<file path="config.mk">
export PLATFORM = sky130hd
export DESIGN_NAME = inst_fetch_flat
export DESIGN_NICKNAME = d
export VERILOG_FILES = /design/src/rtl/inst_fetch_if.sv /design/src/rtl/inst_fetch.sv /design/src/flat_wrapper.sv
export SDC_FILE = /design/constraint.sdc
export NUM_CORES = 1
export LEC_CHECK = 0
export CAP_MARGIN = 40
export CORE_AREA = 2 2 108 110
export CTS_BUF_LIST = sky130_fd_sc_hd__clkbuf_16
export DETAILED_ROUTE_END_ITERATION = 8
export DIE_AREA = 0 0 110 112
export PLACE_DENSITY = 0.83
export SLEW_MARGIN = 5
export SYNTH_ARGS = -nofsm -noshare
export SYNTH_HDL_FRONTEND = slang
export SYNTH_SLANG_ARGS = --single-unit
</file>
<file path="constraint.sdc">
create_clock -name clk -period 3 [get_ports clk]
set_clock_uncertainty 0.2 [all_clocks]
set_input_delay 0.6 -clock clk [delete_from_list [all_inputs] [get_ports clk]]
set_output_delay 0.6 -clock clk [all_outputs]
set_load 0.005 [all_outputs]
</file>
<file path="src/rtl/inst_fetch_if.sv">
// Fetch-unit bundle: PC-unit handshake, byte-wide memory read port and decoder-side outputs.
// master is the fetch unit's view; slave is the view of the surrounding PC/memory/decoder.
interface inst_fetch_if #(
    parameter int unsigned addrWidth = 32,
    parameter int unsigned instWidth = 32
);
    logic [addrWidth-1:0] PC;
    logic                 PC_stall;
    logic                 mem_req;
    logic [addrWidth-1:0] mem_addr;
    logic                 mem_rvalid;
    logic [7:0]           mem_rdata;
    logic                 id_stall;
    logic                 flush;
    logic [instWidth-1:0] inst;
    logic [addrWidth-1:0] inst_pc;
    logic                 inst_valid;

    modport master (
        input  PC, mem_rvalid, mem_rdata, id_stall, flush,
        output PC_stall, mem_req, mem_addr, inst, inst_pc, inst_valid
    );

    modport slave (
        output PC, mem_rvalid, mem_rdata, id_stall, flush,
        input  PC_stall, mem_req, mem_addr, inst, inst_pc, inst_valid
    );
endinterface

</file>
<file path="src/rtl/inst_fetch.sv">
// Instruction fetch: assembles a 32-bit instruction from four little-endian byte reads and
// hands it to the decoder through a single registered output slot.
module inst_fetch #(
    parameter int unsigned addrWidth = 32,
    parameter int unsigned instWidth = 32
) (
    input logic        clk,
    input logic        rst,
    inst_fetch_if.master bus
);

    typedef enum logic [1:0] {StIdle, StFetch, StFull} state_e;

    state_e               state_q, state_d;
    logic [1:0]           byte_cnt_q, byte_cnt_d;
    logic [instWidth-1:0] buf_q, buf_d;
    logic [instWidth-1:0] inst_q, inst_d;
    logic [addrWidth-1:0] inst_pc_q, inst_pc_d;
    logic                 inst_valid_q, inst_valid_d;
    logic                 slot_free;
    logic                 load;

    assign slot_free    = !inst_valid_q || !bus.id_stall;
    assign bus.mem_addr = bus.PC + {{(addrWidth-2){1'b0}}, byte_cnt_q};
    assign bus.inst       = inst_q;
    assign bus.inst_pc    = inst_pc_q;
    assign bus.inst_valid = inst_valid_q;

    always_comb begin
        state_d      = state_q;
        byte_cnt_d   = byte_cnt_q;
        buf_d        = buf_q;
        inst_d       = inst_q;
        inst_pc_d    = inst_pc_q;
        inst_valid_d = inst_valid_q;
        bus.mem_req  = 1'b0;
        bus.PC_stall = 1'b1;
        load         = 1'b0;

        if (bus.flush) begin
            // Any returning byte this cycle is dropped; refetch restarts at byte 0 of PC.
            state_d      = StFetch;
            byte_cnt_d   = 2'd0;
            buf_d        = '0;
            inst_valid_d = 1'b0;
        end else begin
            if (inst_valid_q && !bus.id_stall) begin
                inst_valid_d = 1'b0;
            end
            case (state_q)
                StIdle: begin
                    state_d    = StFetch;
                    byte_cnt_d = 2'd0;
                end
                StFetch: begin
                    bus.mem_req = 1'b1;
                    if (bus.mem_rvalid) begin
                        buf_d[{byte_cnt_q, 3'b000} +: 8] = bus.mem_rdata;
                        byte_cnt_d = byte_cnt_q + 2'd1;
                        if (byte_cnt_q == 2'd3) begin
                            if (slot_free) begin
                                load = 1'b1;
                            end else begin
                                state_d = StFull;
                            end
                        end
                    end
                end
                StFull: begin
                    if (slot_free) begin
                        load       = 1'b1;
                        state_d    = StFetch;
                        byte_cnt_d = 2'd0;
                    end
                end
                default: begin
                    state_d    = StIdle;
                    byte_cnt_d = 2'd0;
                end
            endcase

            // Loading takes precedence over the consume clearing inst_valid.
            if (load) begin
                inst_d       = buf_d;
                inst_pc_d    = bus.PC;
                inst_valid_d = 1'b1;
                bus.PC_stall = 1'b0;
            end
        end
    end

    always_ff @(posedge clk) begin
        if (rst) begin
            state_q      <= StIdle;
            byte_cnt_q   <= 2'd0;
            buf_q        <= '0;
            inst_q       <= '0;
            inst_pc_q    <= '0;
            inst_valid_q <= 1'b0;
        end else begin
            state_q      <= state_d;
            byte_cnt_q   <= byte_cnt_d;
            buf_q        <= buf_d;
            inst_q       <= inst_d;
            inst_pc_q    <= inst_pc_d;
            inst_valid_q <= inst_valid_d;
        end
    end

endmodule

</file>
<file path="src/flat_wrapper.sv">
// flat-port wrapper written by rule: the top's interface ports become plain ports
module inst_fetch_flat 
#(
    parameter int unsigned addrWidth = 32,
    parameter int unsigned instWidth = 32
)
  (clk, rst, bus_PC, bus_mem_rvalid, bus_mem_rdata, bus_id_stall, bus_flush, bus_PC_stall, bus_mem_req, bus_mem_addr, bus_inst, bus_inst_pc, bus_inst_valid);
  inst_fetch_if #(.addrWidth(addrWidth), .instWidth(instWidth)) bus_i ();
  input logic clk;
  input logic rst;
  input wire logic [$bits(bus_i.PC)-1:0] bus_PC;
  input wire logic [$bits(bus_i.mem_rvalid)-1:0] bus_mem_rvalid;
  input wire logic [$bits(bus_i.mem_rdata)-1:0] bus_mem_rdata;
  input wire logic [$bits(bus_i.id_stall)-1:0] bus_id_stall;
  input wire logic [$bits(bus_i.flush)-1:0] bus_flush;
  output wire logic [$bits(bus_i.PC_stall)-1:0] bus_PC_stall;
  output wire logic [$bits(bus_i.mem_req)-1:0] bus_mem_req;
  output wire logic [$bits(bus_i.mem_addr)-1:0] bus_mem_addr;
  output wire logic [$bits(bus_i.inst)-1:0] bus_inst;
  output wire logic [$bits(bus_i.inst_pc)-1:0] bus_inst_pc;
  output wire logic [$bits(bus_i.inst_valid)-1:0] bus_inst_valid;
  assign bus_i.PC = bus_PC;
  assign bus_i.mem_rvalid = bus_mem_rvalid;
  assign bus_i.mem_rdata = bus_mem_rdata;
  assign bus_i.id_stall = bus_id_stall;
  assign bus_i.flush = bus_flush;
  assign bus_PC_stall = bus_i.PC_stall;
  assign bus_mem_req = bus_i.mem_req;
  assign bus_mem_addr = bus_i.mem_addr;
  assign bus_inst = bus_i.inst;
  assign bus_inst_pc = bus_i.inst_pc;
  assign bus_inst_valid = bus_i.inst_valid;
  inst_fetch #(.addrWidth(addrWidth), .instWidth(instWidth)) u_core (.clk(clk), .rst(rst), .bus(bus_i));
endmodule
</file>
### Word level (Yosys, flattened, before mapping)

Index checks and enable logic that the tools add are counted.

| storage, ports and cells | value |
|---|---|
| output and inout bits | 99 |
| input bits | 45 |
| word-level logic and storage cells | 58 |
| flip-flop bits (word level) | 101 |

| cells by class | value |
|---|---|
| shifts and indexed selects | 2 |
| muxes and demuxes | 23 |
| add/sub/neg operators | 3 |
| reductions and logical operators | 11 |
| bitwise operators | 1 |
| equal/unequal tests | 11 |

Operators with widths:

| cell | count |
|---|---|
| 2-to-1 mux 32 bit | 2 |
| adder 32 x 2 -> 32 bit | 1 |
| bitwise mux 32 bit | 1 |
| variable shift 8 x 7 -> 32 bit, first input constant | 1 |
| variable part select 8 x 7 -> 32 bit | 1 |
| 2-to-1 mux 2 bit | 6 |
| 2-to-1 mux 1 bit | 11 |
| AND reduction 4 bit | 2 |
| negation 5 -> 7 bit | 1 |
| != test 3 x 2 -> 1 bit, second input constant | 2 |
| != test 3 bit, second input constant | 2 |
| one-hot mux 2 bit (3 select lines) | 1 |
| == test 2 bit, second input constant | 2 |
| != test 2 x 1 -> 1 bit, second input constant | 2 |
| != test 2 bit, second input constant | 2 |
| one-hot mux 2 bit (2 select lines) | 1 |
| AND reduction 2 bit | 2 |
| adder 2 x 1 -> 2 bit, second input constant | 1 |
| == test 2 x 1 -> 1 bit, second input constant | 1 |
| zero test 1 bit | 2 |
| zero test 2 bit | 1 |
| one-hot mux 1 bit (2 select lines) | 1 |
| nonzero test 2 bit | 1 |
| OR reduction 2 bit | 1 |
| other kinds (3) | 3 |

### Longest topological paths before layout

Gate-level depths: netlist (run 1).

| logic depth | value |
|---|---|
| depth in word-level cells | 9 |
| gate-level depth with buffers | 9 |
| mapped depth without buffers | 7 |

### Worst setup path before layout (run 1)

No wires, ideal clock.

| timing path | value |
|---|---|
| kind | input-to-output |
| start | in bus_PC[0] |
| end | out bus_mem_addr[30] |
| cell stages on the path | 7 |
| buffers on the path | 0 |
| data arrival time | 2.190 ns |
| required time | 2.200 ns |
| slack | 0.010 ns |
| cell sequence | ha_1 inv_1 fa_1 nand3b_1 nor4_4 nand4_1 xnor2_1 |

| on the way | value |
|---|---|
| word-level cells in the longest chain between the ends | 1 |

Ends and longest elaborated chain:

| what | line | source |
|---|---|---|
| start: declaration | flat_wrapper.sv:11 | `input wire logic [$bits(bus_i.PC)-1:0] bus_PC;` |
| adder 32 x 2 -> 32 bit | inst_fetch.sv:24 | `assign bus.mem_addr = bus.PC + {{(addrWidth-2){1'b0}}, byte_cnt_q};` |
| end: declaration | flat_wrapper.sv:18 | `output wire logic [$bits(bus_i.mem_addr)-1:0] bus_mem_addr;` |

No other way between the ends.

### Worst setup path in the final report (run 1)

| timing path | value |
|---|---|
| start | reg u_core.byte_cnt_q[0] |
| end | out bus_mem_addr[24] |

| on the way | value |
|---|---|
| word-level cells in the longest chain between the ends | 1 |

Ends and longest elaborated chain:

| what | line | source |
|---|---|---|
| start: declaration | inst_fetch.sv:15 | `logic [1:0] byte_cnt_q, byte_cnt_d;` |
| start signal: assignment | inst_fetch.sv:102 | `byte_cnt_q <= byte_cnt_d;` |
| adder 32 x 2 -> 32 bit | inst_fetch.sv:24 |  |

No other way between the ends.

==> key figures, run 1 <==
Logic synthesis
  – Synth top area share: 46.15%
  – Mean Syn Cell Area: between 8 and 9 um^2
  – Syn nets: between 500 and 600
  – Proportion of synthesized area in mux cells: less than 1%
  – Leading area contributor after synthesis: dfxtp_1
  – Area share of fa/ha/maj cells after synthesis: 3.598%
  – FFs w/ async S/R, synth: 0%
  – Synth warn: 0
  – Number of synthesized flops with an enable pin: 0
  – Largest family of logic cells by synthesized area: simple AND/OR/NAND/NOR gates
  – Synth Area in Compound Gates: about 17%
  – Synth Flop Type: dfxtp_1
  – Netlist Area Pre-Place: around 4400 um^2
  – Post-Synthesis Cells: ~500
  – Synth cell types: 40
  – Most area-consuming cells after synthesis: dfxtp_1, nand2_1, nor2_1
  – Post-Synth XOR/XNOR Area: 5.997%
  – Simple-gate area share of the yosys netlist: 23.39%
  – Synth Register Bits: between 100 and 150
  – Register area share after synthesis: 46.15%

Finish
  – Fill count: just under 900
  – Design area: 6824 um^2
  – Ratio of cells with drive above 1 in the final layout: 21.73%
  – Area Growth Syn to Fin: 55.74%
  – Fin nets: roughly 750
  – Util after Layout: about three fifths
  – Most common cell after layout, fill and taps aside: clkdlybuf4s50_1
  – Most frequent cells in the layout: clkdlybuf4s50_1, dfxtp_1, nand2_1, nor2_1, buf_4
  – Antenna Cells: 0

Clocking
  – CTS tree: built
  – Clk buf depth: 2
  – Hold_buf cts: 0
  – Num CTS Buffers: 9
  – Clk sink count: 101
  – Reg clk slew, reported paths: ~0.070 ns
  – CTS root buffer: clkbuf_16
  – Clock H-tree levels: 3
  – Clk Latency, worst-skew pair: about 0.35 ns

Critical path
  – CP Data Required Time: ~2.2 ns
  – Setup CP Type: reg -> out
  – R2R depth: 8
  – WP data arrival: 2.47 ns
  – Critical-path maximum fanout: 4
  – Crit end category: output pin
  – Worst setup SP type: flop

Drt
  – Via Count: ~4400
  – WL final: 13.82 mm
  – Pre-antenna DRT Iters: 5
  – Vias per Instance: between 5 and 6
  – DRC viols: 0
  – WL/cell: around 16 um
  – Final ANT Viol Nets: 0
  – Detailed Route Iter0 Violations: about 340

Power and ir drop
  – Leakage power: between 2 and 3 nW
  – PD cells: between 400 and 500 nW/um^2
  – Worst IR drop on VDD: between 300 and 400 uV

Run status
  – Violated checks: setup timing
  – Outcome: finished, violations left

Place
  – Buffers on Ports: roughly 140
  – DP Area: slightly above 6000 um^2
  – GPL Wtd Cong: 0.8487
  – Pre-CTS WS: -1.088 ns
  – DP HPWL: approximately 9.4 mm

Global route
  – Largest net degree at the start of global routing: 66
  – Total GRT Usage: approximately 22%
  – Antenna violations before repair: 0
  – First-pass GRT wire length: about 21 mm
  – Grt ovf: 0
  – Vias in the first global route: roughly 4300

Hold path
  – Hold depth: 2
  – Worst hold path class: reg -> reg

STA
  – Setup Viol. Count Final: 8
  – Fin. max-slew vios: 0
  – Fin. Hold Viols: 0
  – Setup TNS Final: -1.661 ns
  – Fmax: between 300 and 400 MHz
  – Unrepaired setup endpoints after global routing: true
  – Slew HR: 49.94%
  – Fin worst setup slack: -0.2680 ns
  – Worst Max-Slew Pin Slew: approximately 0.75 ns
  – Final Cycle Share: 108.9%
  – Min Tclk post-route: between 3 and 4 ns

Floorplan
  – Cell Rows: 39
  – Initial Utilization: between 30% and 40%
  – DIE AREA: 12320 um^2
  – Die Span Y: ~110 um
  – Ports: 144
  – Chip Width: 110 um
  – Placeable Area: 11170 um^2

Job
  – Max_cap viols: 0
[path summary, 6_finish.rpt]
check,startpoint,end,slack [ns]
max,u_core.byte_cnt_q[0],bus_mem_addr[24],-0.27
min,u_core.bus.inst_pc[22],u_core.bus.inst_pc[22],0.25
max reg2reg,u_core.byte_cnt_q[0],u_core.bus.inst[2],0.44
min reg2reg,u_core.bus.inst_pc[22],u_core.bus.inst_pc[22],0.25
[through the flow]
stage | hold WS [ns] | power (W) | cells
2_1_floorplan | 0.2527 | 0.001464 | 498
6_report | 0.2530 | 0.002802 | 838
3_5_place_dp | 0.2453 | 0.001652 | 803
5_1_grt | 0.2764 | 0.002902 | 838
3_3_place_gp | 0.2412 | 0.001645 | 802
4_1_cts | 0.2554 | 0.002822 | 832
[critical path, cell delays in order (launching register included)]
cell and delay [ns]:
dfxtp_4 0.36, ha_4 0.13, inv_2 0.04, fa_2 0.34, nand3b_1 0.24, nor4_4 0.30
buf_4 0.19, buf_6 0.11, buf_6 0.09, nand3_4 0.06, xnor2_2 0.13, buf_2 0.13
[cell families (layout without fill, tap and decap cells)]
family / after synthesis / count (layout)
adders and majority gates: 12 / 12
buffers and inverters: 39 / 236
AOI/OAI and AO/OA: 109 / 109
DFF: 101 / 101
xor gates and xnor gates: 30 / 30
muxes: 1 / 1
and+or+nand+nor: 206 / 206
[timing repair]
action	4_1_cts	5_1_grt
gates resized for setup	112	41
endpoints found under the setup margin	32	25
setup buffers	13	5
pin swaps	30	28
gates cloned	1	1
endpoints found under the hold margin	0	0
[state kept, by name, summed over array words and instances, names as in the netlist]
| register | flops |
|---|---|
| u_core.buf_q | 32 |
| u_core.bus.inst | 32 |
| u_core.bus.inst_pc | 32 |
| u_core.byte_cnt_q | 2 |
| u_core.state_q | 2 |
| u_core.bus.inst_valid | 1 |
[area by class of cell]
type | instances | area [um^2] | share of cell area, %
multi-input combinational | 358 | 2367 | 34.69
sequential | 101 | 2026 | 29.68
timing repair buffer | 212 | 1912 | 28.02
clock buffer | 9 | 225.2 | 3.300
tap | 143 | 178.9 | 2.622
clock inverter | 6 | 81.33 | 1.192
inverter | 9 | 33.78 | 0.4950
[synthesized netlist by cell type, types with 3 or more instances]
master    count
buf_2        13
nor2b_1       4
dfxtp_1     101
inv_1         9
a22oi_1      32
a21oi_1      40
clkbuf_1     13
nand2_1      73
nand4_1      14
xnor2_1      25
nor2_1       69
and3_1       12
ha_1         11
buf_4         3
o21ai_0       4
a211oi_1     28
xor2_1        5
nand3_1      12
a211oi_2      4
[power breakdown]
part	switching (W)	internal [W]	total [W]	leakage, nW
sequential	0.00000229	0.00134	0.00134	0.814
clock	0.000526	0.000658	0.00118	0.149
combinational	0.000136	0.000138	0.000274	1.60
[routing by layer]
metal / share of wire [%] / vias up / global-route usage (%)
met5: 0 / - / 0
met3: 8.8 / 18 / 5.913
met4: 1.3 / 0 / 6.582
li1: - / 2119 / -
met2: 50 / 194 / 38.65
met1: 40 / 2111 / 24.35
No activity file was read; power rests on OpenSTA's default activity.
==> run 2: changes to the inputs <==
--- a/config.mk
+++ b/config.mk
@@ -11,7 +11,6 @@
 export DETAILED_ROUTE_END_ITERATION = 8
 export DIE_AREA = 0 0 110 112
 export PLACE_DENSITY = 0.83
-export SLEW_MARGIN = 5
 export SYNTH_ARGS = -nofsm -noshare
 export SYNTH_HDL_FRONTEND = slang
 export SYNTH_SLANG_ARGS = --single-unit
==> results of run 2 <==
No change in the layout: final DEF, timing and power equal those of run 1.
==> run 3: changes to the inputs <==
--- a/config.mk
+++ b/config.mk
@@ -6,10 +6,10 @@
 export NUM_CORES = 1
 export LEC_CHECK = 0
 export CAP_MARGIN = 40
-export CORE_AREA = 2 2 108 110
+export CORE_AREA = 2 2 103 115
 export CTS_BUF_LIST = sky130_fd_sc_hd__clkbuf_16
 export DETAILED_ROUTE_END_ITERATION = 8
-export DIE_AREA = 0 0 110 112
+export DIE_AREA = 0 0 105 117
 export PLACE_DENSITY = 0.83
 export SYNTH_ARGS = -nofsm -noshare
 export SYNTH_HDL_FRONTEND = slang
==> run 3 against run 2 <==
Against the previous run:
- the run still ends with setup timing left
- maximum frequency decreased by 2.3%
- sequential share of layout area up 0.11 points
- sequential cell count unchanged
- register-to-register slack better by 0.12 ns
- cell area is 0.38% lower
- routed wire length is 1.9% higher
- die area is 0.28% lower
- critical path type is now in -> out
- largest cell class unchanged
- highest routed layer unchanged
==> key figures, run 3 (same netlist as run 1, synthesis figures left out) <==
Global route
  – First-pass GRT wire length: 22.18 mm (+5.8%)
  – Vias in the first global route: 4412 (+2.8%)
  – Antenna violations before repair: 0 (unchanged)
  – Grt ovf: 0 (unchanged)
  – Largest net degree at the start of global routing: 77 (+17%)
  – Total GRT Usage: 22.52% (+0.98 points)

Critical path
  – CP Depth: 12 (+1)
  – Crit-path leading delay family: simple AND/OR/NAND/NOR gates
  – Crit end category: output pin
  – CP cell instances: buf_2 -> ha_4 -> inv_2 -> fa_2 -> nand3b_1 -> nor4_4 -> buf_6 -> buf_6 -> buf_6 -> nand4_1 -> xnor2_1 -> buf_2
  – Worst path max stage delay: 0.35 ns (about the same)
  – Setup CP Type: in -> out
  – WP data arrival: 2.55 ns (+0.08 ns)
  – Reg2Reg Setup Slack: 0.56 ns (+0.12 ns)
  – R2R depth: 8 (unchanged)
  – CP max-delay cell: fa_2
  – CP Data Required Time: 2.20 ns (about the same)
  – CP bufs+invs: 6 (+1)
  – Critical-path maximum fanout: 4 (unchanged)
  – Worst setup SP type: input port
  – Top cell by count, worst path: buf_6

Drt
  – Vias per Instance: 5.239 (-1.2%)
  – WL/cell: 16.60 um (+0.67%)
  – DRC viols: 0 (unchanged)
  – Via Count: 4443 (+0.023%)
  – Pre-antenna DRT Iters: 5 (unchanged)
  – WL final: 14.08 mm (+1.9%)
  – Detailed Route Iter0 Violations: 209 (-39%)
  – Final ANT Viol Nets: 0 (unchanged)

Clocking
  – Clk sink count: 101 (unchanged)
  – Reg clk slew, reported paths: 0.07 ns (about the same)
  – CTS root buffer: clkbuf_16
  – Num CTS Buffers: 9 (unchanged)
  – Hold_buf cts: 0 (unchanged)
  – CTS tree: built
  – Clock H-tree levels: 3 (unchanged)
  – Clk buf depth: 2 (unchanged)
  – Clk Latency, worst-skew pair: 0.34 ns (about the same)

Finish
  – Fin cells: 848 (+1.2%)
  – Most common cell after layout, fill and taps aside: dfxtp_1
  – Most frequent cells in the layout: dfxtp_1, clkdlybuf4s50_1, nand2_1, nor2_1, buf_4
  – Fin nets: 750 (+0.27%)
  – Ratio of cells with drive above 1 in the final layout: 21.49% (-0.24 points)
  – Fill count: 932 (+4.7%)
  – Area Growth Syn to Fin: 55.14%
  – Design area: 6798 um^2 (-0.38%)
  – Antenna Cells: 0 (unchanged)

Floorplan
  – Initial Utilization: 39.18% (about the same)
  – Die Span Y: 117 um (+4.5%)
  – Chip Width: 105 um (-4.5%)
  – Cell Rows: 41 (+5.1%)
  – Placeable Area: 11180 um^2 (about the same)
  – Ports: 144 (unchanged)
  – DIE AREA: 12290 um^2 (-0.28%)

STA
  – Setup Viol. Count Final: 8 (unchanged)
  – Final Cycle Share: 111.5% (+2.6 points)
  – Fin. Hold Viols: 0 (unchanged)
  – Unrepaired setup endpoints after global routing: true
  – Min Tclk post-route: 3.346 ns (+0.07808 ns)
  – Fin. max-slew vios: 0 (unchanged)
  – Fmax: 298.9 MHz (-2.3%)
  – Setup TNS Final: -2.323 ns (-0.6623 ns)
  – Worst Max-Slew Pin Slew: 0.7252 ns (-0.02566 ns)
  – Slew HR: 51.66% (+1.7 points)
  – Fin worst setup slack: -0.3461 ns (-0.07808 ns)

Hold path
  – Worst hold path class: reg -> reg
  – Hold depth: 2 (unchanged)

Power and ir drop
  – PD cells: 403.3 nW/um^2 (-1.8%)
  – Leakage power: 2.580 nW (+0.52%)
  – Worst IR drop on VDD: 315.2 uV (-10%)

Place
  – Pre-CTS WS: -1.154 ns (-0.06622 ns)
  – DP Area: 6281 um^2 (+0.74%)
  – Buffers on Ports: 143 (unchanged)
  – DP HPWL: 10.10 mm (+7.5%)
  – Inst Count DP: 814 (+1.4%)
  – GPL Wtd Cong: 0.9839 (+16%)

Job
  – Max_cap viols: 0 (unchanged)

Run status
  – Violated checks: setup timing
  – Outcome: finished, violations left
==> run 3: changes by cell type in the layout (fill, tap and decap cells not counted), sizes merged <==
cell / before / now
inv: 11 / 12
clkdlybuf4s15: 1 / 0
dlymetal6s2s: 5 / 13
clkinvlp: 0 / 1
clkdlybuf4s50: 103 / 99
buf: 89 / 94
bufinv: 1 / 0
clkbuf: 15 / 11
dlygate4sd2: 8 / 6
==> run 3: worst min-delay path: stages, from the launching register on <==
cell and delay (ns):
dfxtp_1 0.31, nand2_1 0.05, a21oi_1 0.05
==> run 3: layout make-up <==
class / count / area (um^2) / share of cell area, %
clock buffers: 9 / 225.2 / 3.313
clock inverters: 7 / 66.31 / 0.9755
inverters: 9 / 33.78 / 0.4970
multi-input cells: 358 / 2312 / 34.01
flip-flops and latches: 101 / 2026 / 29.80
well taps: 150 / 187.7 / 2.761
repair buffers: 214 / 1947 / 28.64
==> run 3: through the flow <==
| step | util, % | hold WS [ns] | total power [W] |
|---|---|---|---|
| 4_1_cts | 59.79 | 0.2561 | 0.002763 |
| 3_5_place_dp | 56.16 | 0.2453 | 0.001658 |
| 6_report | 60.79 | 0.2524 | 0.002741 |
| 5_1_grt | 60.79 | 0.2707 | 0.002849 |
| 2_1_floorplan | - | 0.2527 | 0.001464 |
| 3_3_place_gp | 55.92 | 0.2408 | 0.001653 |
==> run 3: where the power goes <==
group / total [W] / switching, W / internal [W]
sequential: 0.00134 / 0.00000227 / 0.00134
combinational: 0.000275 / 0.000135 / 0.000139
clock: 0.00112 / 0.000541 / 0.000582
total: 0.00274 / 0.000678 / 0.00206
==> run 3: worst paths after layout <==
kind / startpoint / end
setup reg to reg: u_core.byte_cnt_q[0] / u_core.bus.inst[5]
hold / removal: u_core.bus.inst_pc[28] / u_core.bus.inst_pc[28]
setup / recovery: bus_PC[0] / bus_mem_addr[30]
hold reg to reg: u_core.bus.inst_pc[28] / u_core.bus.inst_pc[28]
==> run 3: repair_timing <==
item,CTS,global route
endpoints found under the hold margin,0,0
setup endpoints to repair,32,26
buffers inserted,9,8
pin swaps,28,21
resized for setup,119,33
cloned,1,1
==> run 3: routing by layer <==
| layer | wire, um | vias up | track usage [%] | part of all wire (%) |
|---|---|---|---|---|
| met5 | 0 | - | 0 | 0 |
| met4 | 630 | 0 | 11.73 | 4.5 |
| met3 | 1028 | 46 | 5.260 | 7.3 |
| met2 | 6908 | 214 | 40.13 | 49 |
| met1 | 5508 | 2055 | 25.38 | 39 |
| li1 | - | 2128 | - | - |
